$ cat config.mk
export PLATFORM = sky130hd
export DESIGN_NAME = accumulate_bias
export DESIGN_NICKNAME = d
export VERILOG_FILES = /design/src/rtl/accumulate_bias.sv
export SDC_FILE = /design/constraint.sdc
export NUM_CORES = 2
export LEC_CHECK = 0
export CORE_AREA = 2 2 349 351
export CTS_CLUSTER_SIZE = 16
export DETAILED_ROUTE_END_ITERATION = 8
export DIE_AREA = 0 0 351 353
export SLEW_MARGIN = 20
export SYNTH_ARGS = -nofsm -noshare
export SYNTH_HDL_FRONTEND = slang
export SYNTH_SLANG_ARGS = --single-unit
$ cat constraint.sdc
create_clock -name clock -period 9.6 [get_ports clock]
set_input_delay 1.92 -clock clock [delete_from_list [all_inputs] [get_ports clock]]
set_output_delay 1.92 -clock clock [all_outputs]
set_load 0.005 [all_outputs]
$ cat src/rtl/accumulate_bias.sv
// Per-lane saturating accumulator: sums DEPTH product vectors onto a bias.
// Ports: clock/reset, bias_load/bias_in, clear, prod_valid/product_in -> pixel_out/pixel_valid/sat_flag/busy.
module accumulate_bias #(
  parameter int SIZE  = 8,
  parameter int DEPTH = 9
) (
  input  logic                clock,
  input  logic                reset,
  input  logic                bias_load,
  input  logic [32*SIZE-1:0]  bias_in,
  input  logic                clear,
  input  logic                prod_valid,
  input  logic [16*SIZE-1:0]  product_in,
  output logic [32*SIZE-1:0]  pixel_out,
  output logic                pixel_valid,
  output logic [SIZE-1:0]     sat_flag,
  output logic                busy
);

  localparam int CW = (DEPTH > 1) ? $clog2(DEPTH) : 1;
  localparam logic [CW-1:0] LAST = CW'(DEPTH - 1);
  localparam logic [31:0] SMAX = 32'h7FFF_FFFF;
  localparam logic [31:0] SMIN = 32'h8000_0000;

  logic [CW-1:0]          cnt;
  logic [SIZE-1:0][31:0]  acc;
  logic [SIZE-1:0][31:0]  bias;
  logic [SIZE-1:0][31:0]  sum;
  logic [SIZE-1:0]        s;
  logic [SIZE-1:0]        clamp;
  logic [SIZE-1:0]        s_next;
  logic                   first;
  logic                   last;

  assign first = (cnt == '0);
  assign last  = (cnt == LAST);
  assign busy  = (cnt != '0);

  for (genvar i = 0; i < SIZE; i++) begin : g_lane
    logic [31:0] base;
    logic [32:0] wide;
    // A window opens from the registered bias; later terms build on acc.
    assign base = first ? bias[i] : acc[i];
    assign wide = {base[31], base}
                + {{17{product_in[16*i+15]}}, product_in[16*i +: 16]};
    // Carry into the guard bit disagreeing with bit 31 means overflow;
    // the guard bit then gives the true sign.
    assign clamp[i] = wide[32] ^ wide[31];
    assign sum[i]   = clamp[i] ? (wide[32] ? SMIN : SMAX)
                               : wide[31:0];
  end

  // Sticky flags restart with each window's first term.
  assign s_next = (first ? '0 : s) | clamp;

  always_ff @(posedge clock or negedge reset) begin
    if (!reset) begin
      cnt         <= '0;
      acc         <= '0;
      s           <= '0;
      bias        <= '0;
      pixel_out   <= '0;
      pixel_valid <= 1'b0;
      sat_flag    <= '0;
    end else begin
      pixel_valid <= 1'b0;
      if (bias_load) bias <= bias_in;
      if (clear) begin
        cnt <= '0;
        s   <= '0;
      end else if (prod_valid) begin
        if (last) begin
          pixel_out   <= sum;
          sat_flag    <= s_next;
          pixel_valid <= 1'b1;
          cnt         <= '0;
          s           <= '0;
        end else begin
          acc <= sum;
          s   <= s_next;
          cnt <= cnt + CW'(1);
        end
      end
    end
  end

endmodule

# Word-level counts from Yosys, hierarchy flattened
# Cells that the tools add are included.
[word_totals]
regBits = 789
inputBits = 389
output_inout_bits = 266
[op_classes]
n_eq_ne = 1
add_sub_neg = 9
reduce_logical = 5
muxes = 34
bitwise_logic = 11
[ops]
columns = ["cell", "n"]
rows = [
  ["$mux 32", 24],
  ["$add 32x16->33", 8],
  ["$mux 8", 4],
  ["$mux 4", 3],
  ["$or 8x8->8", 1],
  ["$xor 1x1->1", 8],
  ["$reduce_and 3->1", 2],
  ["$add 4x1->4 const B", 1],
  ["$eq 4x4->1 const B", 1],
  ["$logic_not 4->1", 1],
  ["$reduce_bool 4->1", 1],
  ["$mux 1", 3],
  ["$not 1->1", 2],
  ["$reduce_bool 2->1", 1],
]

# Depth between registers and ports, before layout
[logic_depth]
depth_word = 8
ltp_mapped = 23
depth_no_buf = 18

# Least setup slack after synthesis
# OpenSTA, ideal clock, no wires.
[synth_timing]
path_kind = "input to register"
start = "input port product_in[112]"
end = "register acc[239] in the netlist's numbering"
stages = 13
arrival_ns = 4.749
slack_ns = 4.726
setup_time_ns = 0.125
path_buffers = 1
cell_sequence = "ha_1 fa_1 a211oi_2 nor3_1 or3_4 a21boi_2 o221a_2 o211a_1 nor2_1 a22o_1 buf_2 o21bai_1 mux2_2"
[synth_between]
elab_chain_cells = 3
elab_cells_between_ends = 4
cone_classes = "1 x add/sub; 2 x mux; 1 x bitwise"
[synth_rtl]
columns = ["element", "line_no", "text"]
rows = [
  ["from (decl)", "13", "input logic [16*SIZE-1:0] product_in,"],
  ["$add 32x16->33 (*)", "45", "+ {{17{product_in[16*i+15]}}, product_in[16*i +: 16]};"],
  ["$mux 32 or $xor 1x1->1 (tied branches)", "49, 48", ""],
  ["$mux 32 (*)", "49", "assign sum[i] = clamp[i] ? (wide[32] ? SMIN : SMAX)"],
  ["to (signal assigned)", "79", "acc <= sum;"],
  ["to (decl)", "26", "logic [SIZE-1:0][31:0] acc;"],
]
# Mark *: on every way between the ends. The rest lies on a longest branch, timed or not.
# A chain may end at the register's enable or synchronous reset.

# Final worst setup path
[layout_timing]
start = "register cnt[0]"
end = "register acc[227] in the netlist's numbering"
[layout_between]
elab_chain_cells = 5
elab_cells_between_ends = 9
cone_classes = "1 x add/sub; 1 x eq/ne; 3 x mux; 2 x bitwise; 2 x reduce/logical"
[layout_rtl]
columns = ["element", "line_no", "text"]
rows = [
  ["from (decl)", "25", "logic [CW-1:0] cnt;"],
  ["from (signal assigned)", "81", "cnt <= cnt + CW'(1);"],
  ["$logic_not 4->1", "35", "assign first = (cnt == '0);"],
  ["$mux 32", "43", "assign base = first ? bias[i] : acc[i];"],
  ["$add 32x16->33", "45", ""],
  ["$mux 32 or $xor 1x1->1 (tied branches)", "49, 48", ""],
  ["$mux 32", "49", ""],
]
# Several ways; a longest one is shown, not always the timed one.

==> results.yml <==
die:
  initial_core_util: 0.396
  fp-row-count: 128
  die_height_um: 353
  coreArea_um2: 121000
  ios: 655
  die_w_um: 351
  dieArea_um2: 124000
clock_tree:
  post_cts_buffers: 0
  holdBufCountCts: 0
  cts_tree: "yes"
  post_cts_resized: 0
  clkLatencyLatePin_ns: 0.68
  clk_pin_slew_worst_paths_ns: 0.06
  clock_sinks: 789
  cts_root_buf: "clkbuf_16"
  cts_buffer_depth: 3
  cts_buffers: 94
  cts_max_level: 3
sta:
  hold_viol: 0
  final-setup-viol-count: 0
  tightest_slew_ns: 1.06
  finalCritPeriodShare: 0.648
  period_needed_ns: 6.22
  final_max_slew_viol_count: 0
  fmax_ghz: 0.161
  rsz0062_at_grt: "no"
  finalClockSkew_ns: 0.0288
  fin_setup_tns_ns: 0
  maxSlewHeadroom: 0.276
setup_path:
  worstPathMaxFanout: 67
  required_ns: 10.09
  crit_type: "flip-flop to flip-flop"
  cp.arrival_ns: 6.71
  endpoint_kind: "flip-flop"
  critPathLaunchType: "flip-flop"
min_path:
  hp-class: "flip-flop to flip-flop"
logic_synthesis:
  synth_nets: 6001
  syn_avg_cell_area_um2: 8.93
  ys_async_sr_fraction: 1.00
  syn-cell-area_um2: 47700
  postSynthCellCount: 5346
  synth_edf_count: 0
  ys_types: 106
  synth_ff_type: "dfrtp_1"
  synth-seq-cells: 789
  synth_warnings: 0
  yosysSeqAreaShare: 0.414
final_layout:
  finalNetCount: 6498
  final_common_cell: "nand2_1"
  drive_gt1_frac: 0.110
  layout_common_cells: "nand2_1, dfrtp_1, clkdlybuf4s50_1"
  area_growth_pct: 23.3
  fin_cells: 7558
detailed_routing:
  viasPerCell: 5.43
  vias: 41064
  drt_iter0_markers: 2464
  wl_met2_um: 73700
  wl_met1_um: 72100
  top_layer: "met5"
  drt-total-wl_um: 162000
  avgRoutedWirePerCell_um: 21.4
  dr.pass1.iters: 5
  wl_met3_um: 10700
  ant_nets: 0
  drc: 0
run_status:
  status: "complete, no violations"
power_and_ir_drop:
  leakage_nw: 26.5
  p_per_area_nw_per_um2: 250
  power_w: 0.0147
  ir_worst_vdd_v: 0.000142
global_routing:
  antenna_found_initial: 25
  grt_pass1_wl_um: 248000
  grt_pass1_vias: 40769
  grt_max_degree: 183
  track_usage: 0.257
  grt_overflow: 0
place:
  dp_cells: 7372
  hpwl_um: 117000
  portBuffers: 654
  routabilityCongestion: 0.922
job:
  cap_violations: 0
## sequential cells by signal, summed over array words and instances (netlist names)
register     cells
bias           256
acc            256
pixel_valid      1
pixel_out      256
s                8
sat_flag         8
cnt              4
## power breakdown
group	internal, W	total, W	switching (W)
sequential	0.00408	0.00450	0.000419
combinational	0.00262	0.00640	0.00378
clock	0.00229	0.00380	0.00151
## stage by stage
step	instance area [um2]	setup slack (ns)	hold slack [ns]	util
after floorplan	47700	4.73	0.439	-
after global placement	55500	2.97	0.455	0.461
after detailed placement	55500	2.95	0.456	0.461
after CTS	58800	3.37	0.470	0.488
after global routing	58800	2.96	0.494	0.488
final	58900	3.38	0.468	0.488
## Yosys cell counts, drive strengths merged (40+ instances only)
library cell | instances | area (um2)
mux2 | 379 | 4270
a211oi | 43 | 378
o21ai | 432 | 2170
clkbuf | 222 | 835
nand3 | 45 | 225
nor2 | 310 | 1180
dfrtp | 789 | 19700
ha | 258 | 3230
buf | 63 | 338
a21oi | 450 | 2260
xor2 | 90 | 788
nor3 | 40 | 211
a31oi | 78 | 494
inv | 80 | 300
xnor2 | 127 | 1120
a21o | 135 | 1010
nand2 | 1254 | 4710
o21a | 52 | 390
and3 | 41 | 257
o21bai | 47 | 357
## routing by layer
| layer | vias to the layer above | global-route usage |
|---|---|---|
| met5 | - | 0 |
| met4 | 12 | 0.0915 |
| met3 | 247 | 0.0533 |
| met2 | 1094 | 0.405 |
| met1 | 19958 | 0.348 |
| li1 | 19753 | - |
## path summary, 6_finish.rpt
check / depth (start not counted) / slack [ns] / endpoint / from
max in group asynchronous: 3 / 6.35 / acc[20] / reset
min in group asynchronous: 1 / 1.29 / bias[141] / reset
worst min-delay path: 2 / 0.47 / acc[56] / acc[56]
worst min register to register: 2 / 0.47 / acc[56] / acc[56]
worst max register to register: 20 / 3.38 / acc[227] / cnt[0]
worst max-delay path: 20 / 3.38 / acc[227] / cnt[0]
## final cells by class
| cell class | instances | area, um2 |
|---|---|---|
| antenna | 13 | 32.5 |
| clock buffer | 140 | 2800 |
| clock inverter | 33 | 465 |
| fill | 11656 | 61700 |
| inverter | 80 | 315 |
| multi-input combinational | 4192 | 26600 |
| sequential | 789 | 19700 |
| tap | 1625 | 2030 |
| timing repair buffer | 686 | 6880 |
## cell families after synthesis
logic type / share of synthesized area
xor gates and xnor gates: 0.0400
AOI/OAI and AO/OA: 0.187
muxes: 0.0930
DFF: 0.414
and+or+nand+nor: 0.164
buffers and inverters: 0.0308
adders and majority gates: 0.0710
## worst max-delay path: stages (launching register included)
cell	delay, ns
dfrtp_1	0.42
inv_1	0.07
ha_1	0.16
and2_4	0.61
inv_8	0.34
buf_4	0.49
nand2_1	0.17
nand2_1	0.07
ha_1	0.25
fa_1	0.50
a211oi_2	0.24
nor3_1	0.11
or3_4	0.41
a21boi_2	0.23
o221a_2	0.34
o211a_1	0.22
nor2_1	0.05
a22o_1	0.47
buf_4	0.32
a21oi_1	0.31
o21ai_0	0.13
(Power assumes the default switching activity.)
